<file path="config.mk">
export PLATFORM = sky130hd
export DESIGN_NAME = setare
export DESIGN_NICKNAME = d
export VERILOG_FILES = /design/src/rtl/setare.sv
export SDC_FILE = /design/constraint.sdc
export NUM_CORES = 1
export LEC_CHECK = 0
export ABC_AREA = 1
export BUFFER_PORTS_ARGS = -buffer_cell sky130_fd_sc_hd__clkbuf_2
export CAP_MARGIN = 40
export CORE_MARGIN = 8
export CORE_UTILIZATION = 25
export CTS_CLUSTER_SIZE = 8
export DETAILED_ROUTE_END_ITERATION = 8
export GPL_TIMING_DRIVEN = 0
export HOLD_SLACK_MARGIN = 0.12
export SLEW_MARGIN = 20
export SYNTH_ARGS = -nofsm -noshare
export SYNTH_HDL_FRONTEND = slang
export SYNTH_SLANG_ARGS = --single-unit
</file>
<file path="constraint.sdc">
create_clock -name clock -period 1.4 [get_ports clock]
set_input_delay 0.42 -clock clock [delete_from_list [all_inputs] [get_ports clock]]
set_output_delay 0.42 -clock clock [all_outputs]
set_load 0.1 [all_outputs]
</file>
<file path="src/rtl/setare.sv">
// setare: time/alarm setting controller between the push-buttons and
// the time/alarm registers; closing a session strobes the matching load.
module setare (
  input  logic       clock,
  input  logic       reset,
  input  logic       semnal_setare,
  input  logic       semnal_setare_a,
  input  logic       semnal_b1,
  input  logic       semnal_b2,
  input  logic       semnal_stop,
  output logic [4:0] ore,
  output logic [5:0] minute,
  output logic       load_alarma,
  output logic       load_timp
);

  typedef enum logic [2:0] {
    IDLE,
    SET_T,
    SET_A,
    LOAD_T,
    LOAD_A
  } state_t;

  state_t state;

  logic prev_set;
  logic prev_set_a;
  logic prev_b1;
  logic prev_b2;
  logic prev_stop;

  logic rise_set;
  logic rise_set_a;
  logic rise_b1;
  logic rise_b2;
  logic rise_stop;

  logic [4:0] ore_inc;
  logic [5:0] min_inc;

  assign rise_set   = semnal_setare   & ~prev_set;
  assign rise_set_a = semnal_setare_a & ~prev_set_a;
  assign rise_b1    = semnal_b1       & ~prev_b1;
  assign rise_b2    = semnal_b2       & ~prev_b2;
  assign rise_stop  = semnal_stop     & ~prev_stop;

  // Hours and minutes wrap independently; no carry.
  assign ore_inc = (ore == 5'd23) ? 5'd0 : ore + 5'd1;
  assign min_inc = (minute == 6'd59) ? 6'd0 : minute + 6'd1;

  always_ff @(posedge clock) begin
    if (reset) begin
      state       <= IDLE;
      ore         <= 5'd0;
      minute      <= 6'd0;
      load_timp   <= 1'b0;
      load_alarma <= 1'b0;
      prev_set    <= 1'b0;
      prev_set_a  <= 1'b0;
      prev_b1     <= 1'b0;
      prev_b2     <= 1'b0;
      prev_stop   <= 1'b0;
    end else begin
      prev_set    <= semnal_setare;
      prev_set_a  <= semnal_setare_a;
      prev_b1     <= semnal_b1;
      prev_b2     <= semnal_b2;
      prev_stop   <= semnal_stop;
      load_timp   <= 1'b0;
      load_alarma <= 1'b0;
      case (state)
        IDLE: begin
          if (rise_set) begin
            state  <= SET_T;
            ore    <= 5'd0;
            minute <= 6'd0;
          end else if (rise_set_a) begin
            state  <= SET_A;
            ore    <= 5'd0;
            minute <= 6'd0;
          end
        end
        SET_T, SET_A: begin
          // Stop freezes the values: same-cycle button edges are dropped.
          if (rise_stop) begin
            state <= (state == SET_T) ? LOAD_T : LOAD_A;
          end else begin
            if (rise_b1) ore <= ore_inc;
            if (rise_b2) minute <= min_inc;
          end
        end
        LOAD_T: begin
          load_timp <= 1'b1;
          state     <= IDLE;
        end
        LOAD_A: begin
          load_alarma <= 1'b1;
          state       <= IDLE;
        end
        default: state <= IDLE;
      endcase
    end
  end

endmodule

</file>
**Word-level counts from Yosys, hierarchy flattened**

Cells that the tools add are included.

- Register bits after elaboration: 21

- Add/sub/neg operators: 2
- Eq/ne operators: 11
- Multiplexer cells: 19
- Bitwise logic cells: 10
- Reductions and logical operators: 6

Operator list:

| kind | number |
|---|---|
| $mux 6 | 5 |
| $mux 5 | 5 |
| $mux 3 | 4 |
| $pmux 6 s2 | 1 |
| $pmux 5 s2 | 1 |
| $ne 2x2->1 const B | 4 |
| $reduce_and 4->1 | 2 |
| $add 6x1->6 const B | 1 |
| $eq 3x2->1 const B | 2 |
| $eq 6x6->1 const B | 1 |
| $pmux 3 s2 | 1 |
| $add 5x1->5 const B | 1 |
| $and 1x1->1 | 5 |
| $eq 5x5->1 const B | 1 |
| $not 1->1 | 5 |
| $eq 3x1->1 const B | 1 |
| $eq 3x3->1 const B | 1 |
| $logic_not 3->1 | 1 |
| $ne 3x3->1 const B | 1 |
| $mux 1 | 2 |
| $reduce_and 2->1 | 1 |
| $reduce_bool 2->1 | 1 |
| $reduce_or 2->1 | 1 |

**Logic depth before layout (Yosys ltp)**

- Depth after elaboration: 5
- Depth in mapped cells: 10
- Mapped depth without buffers: 9

**Worst setup path before layout**

Ideal clock, no wire load.

- Path kind: reg2reg
- Start point: reg ore[0]
- End point: reg ore[0]
- Setup time: 0.117 ns
- Arrival time: 1.823 ns
- Slack: -0.540 ns
- Cell stages (with the launch flop): 9
- Path buffers: 0
- Cells stage by stage: dfxtp_1 -> ha_1 -> nand4_1 -> nand2_1 -> inv_1 -> nand2_1 -> nand3_1 -> nand2_1 -> nor2_1

- Longest elaborated chain between the ends: 5
- Elaborated cells on any way between the ends: 6

RTL lines:

| what | RTL line | RTL |
|---|---|---|
| from (decl) | 11 | `output logic [4:0] ore,` |
| from (signal assigned) | 89 | `if (rise_b1) ore <= ore_inc;` |
| $add 5x1->5 or $eq 5x5->1 (tied branches) | 49 | `assign ore_inc = (ore == 5'd23) ? 5'd0 : ore + 5'd1;` |
| $mux 5 (*) | 49 |  |
| $mux 5 (*) | 89 |  |
| $mux 5 (*) | 86 | `if (rise_stop) begin` |
| $pmux 5 s2 (*) | 72 | `case (state)` |

Mark *: on every way between the ends. The rest lies on a longest branch, timed or not. The select of a mux whose other input is x is not followed.
A chain may end at the register's enable or synchronous reset.

**Final worst setup path**

- Start point: reg ore[3]
- End point: out ore[3]

No word-level cell between the ends.

==> key figures <==
Finish
  • Fin nets: between 200 and 250
  • P&R area growth vs syn: 32.6%
  • Area taken by multi-input logic gates: slightly above 600 sq um
  • Storage element area: approximately 460 sq um
  • Fillers: a little over 500
  • Share of cells above drive strength 1: between 30 and 40%
  • Final Core Density: about 34%
  • Number of antenna cells inserted: 0

Detailed routing
  • Iter 0 DRT Violations: 43
  • Drt pass-1 iters: 4
  • Drt drc: 0
  • Routed len/inst: roughly 10 um
  • Vias/cell: ~4.2
  • Final wirelength: about 2500 um
  • Routed Antenna Nets: 0
  • DR vias: between 1000 and 1500

Critical path
  • CP max stage cell: dfxtp_2
  • Setup Crit Path Kind: reg2out
  • Critical path data required time: around 980 ps
  • Endpoint class of the critical path: output pin
  • WP buf/inv: 1
  • Crit-path cells: clkbuf_4
  • Worst path max stage delay: 350 ps
  • Arrival time of the worst setup path: between 900 and 1000 ps
  • Crit-path max FO: 4
  • CP startpoint kind: register
  • CP top delay family: flip-flops

Synthesis
  • Primary FF master, synth: dfxtp_1
  • Leading cell types by count after synthesis: nand2_1, nor2_1, inv_1, dfxtp_1, nand3_1
  • Synth Area in Adders: under 10%
  • Largest cells by area after synthesis: dfxtp_1, nand2_1, nor2_1
  • Mux cell area share after synthesis: 0%
  • Syn Nets: approximately 180
  • Leading area contributor after synthesis: dfxtp_1
  • Xor/xnor cell area share of the yosys netlist: 0.790%
  • Sequential-to-total area share from yosys stat: between 30 and 40%
  • Syn_area_per_cell: about 6.6 sq um
  • Top-count cell post-synth: nand2_1
  • Compound-Gate Fraction of Synth Area: under 10%
  • Synth unique cells: 24
  • Largest family of logic cells by synthesized area: simple AND/OR/NAND/NOR gates
  • Post-Syn Area: around 0.0011 sq mm
  • Yosys reg bits: 21
  • Yosys top cell area share: between 30% and 40%
  • EDFF count, synth: 0
  • Post-Synthesis Cells: 168
  • Ys async rst share: 0%
  • Synth Area in Simple Gates: between 40 and 50%
  • Synth warn: 0

Clocking
  • Clock tree buffer depth: 2
  • Clock root buffer master: clkbuf_8
  • Clk slew on worst S/H paths: approximately 80 ps
  • Cts hold-fix bufs: 0
  • Sink Count: 21
  • CTS tree: done
  • Clock Latency Late Sink: approximately 260 ps
  • Max H-tree Level: 1
  • CTS Buf Count: 3

Timing
  • Slew HR: between 60 and 70%
  • Fin crit share: between 90% and 100%
  • RSZ-0062 raised after global routing: true
  • Worst hold margin: around 360 ps
  • # setup viols final: 0
  • Final WS setup: 40.7 ps
  • Clock Skew: between 2 and 2.5 ps
  • Tightest Pin Transition: between 400 and 500 ps
  • Hold Vio Cnt, Final: 0
  • Final slew viol count: 0
  • Fmax: around 740 MHz
  • Tmin final: between 1000 and 1500 ps

Power
  • Max IR drop VDD: around 0.60 mV
  • PD cells: approximately 2500 mW/mm^2
  • Leakage: 0.000695 uW

Job
  • Max_cap viols: 0

Floorplan
  • # IOs: 20
  • Core ar.: approximately 0.0043 sq mm
  • Full die area: 0.00682 sq mm
  • Starting Density: 25.6%
  • Die Wd: just over 80 um
  • Cell Rows: 24
  • Die H: just over 80 um

Placed design
  • Routability cong.: between 0.8 and 0.9
  • IO Port Bufs: 19
  • Post-DP HPWL: 1860 um
  • Worst slack at placement: -60.2 ps

Global route
  • Vias in the first global route: about 940
  • Grt ovf: 0
  • GRT Resource Usage Total: under 10%
  • Pin count of the biggest net entering global routing: 13
  • Initial antenna violation count: 0
  • First-pass GRT wire length: 4150 um

Worst hold path
  • Min-delay worst type: in2reg

Status
  • Status: completed
==> placed cells by master, fill, tap and decap left out, types with 2 or more instances in the layout <==
cell type / netlist / layout
nand4_1: 3 / 3
dfxtp_4: 0 / 9
o21ai_0: 3 / 3
nor4_1: 2 / 2
nand2_1: 38 / 34
clkbuf_1: 2 / 2
nand2_2: 4 / 5
buf_6: 1 / 4
a21oi_1: 3 / 3
buf_4: 0 / 6
inv_1: 25 / 21
nor2_2: 1 / 2
dfxtp_2: 0 / 5
inv_2: 2 / 6
a21oi_4: 2 / 2
nor2_1: 33 / 31
clkbuf_2: 0 / 6
nand2_4: 1 / 4
nand3_1: 17 / 16
dfxtp_1: 21 / 7
clkbuf_4: 0 / 6
nand3b_1: 2 / 2
clkbuf_8: 0 / 4
==> cell type report <==
cell class | count | share of cell area [%]
Multi-Input combinational cell | 116 | 41.3
Sequential cell | 21 | 31.3
Timing Repair Buffer | 22 | 11.4
Inverter | 28 | 7.15
Tap cell | 52 | 4.43
Clock buffer | 3 | 2.81
Buffer | 3 | 1.28
Clock inverter | 1 | 0.340
==> metal layers <==
metal	share of wire [%]	vias to the layer above	global-route usage, %
met5	0	-	0
met4	0.57	0	2.59
met3	3.9	2	1.95
li1	-	575	-
met2	44	16	11.2
met1	51	451	10.6
==> power breakdown <==
part | internal [uW] | total (uW) | switching (uW) | leakage [uW]
sequential | 801 | 971 | 170 | 0.000181
clock | 198 | 395 | 198 | 0.0000255
combinational | 672 | 2300 | 1630 | 0.000489
total | 1670 | 3670 | 2000 | 0.000695
==> path summary, 6_finish.rpt <==
check | startpoint | endpoint | slack [ps] | cells past startpoint
worst max-delay path | ore[3] | ore[3] | 40 | 1
worst min-delay path | semnal_setare_a | prev_set_a | 360 | 3
worst max register to register | state[1] | minute[5] | 70 | 9
worst min register to register | state[0] | load_alarma | 460 | 1
==> cells by family after synthesis <==
kind of cell	after synthesis
xor+xnor	1
buf+inv	31
simple gates	103
compound gates	10
fa+ha+maj	2
flops	21
==> sequential cells by signal, summed over array words and instances (netlist names) <==
name         flops
prev_b2          1
prev_set_a       1
ore              5
prev_b1          1
minute           6
state            3
prev_stop        1
load_alarma      1
prev_set         1
load_timp        1
==> what timing repair did <==
action | in CTS | in global routing
pin swaps | 1 | 15
gates resized for setup | 16 | 28
setup endpoints to repair | 20 | 17
setup buffers | 2 | 1
==> stage by stage <==
step,setup TNS (ps),instances,instance area [sq um],total power (uW)
after floorplan,0,168,1140,2680
after global placement,-197,239,1300,2990
after detailed placement,-233,239,1300,3000
after CTS,0,245,1400,3530
after global routing,-165,246,1470,3940
final,0,246,1470,3670
No activity file was read; power rests on OpenSTA's default activity.
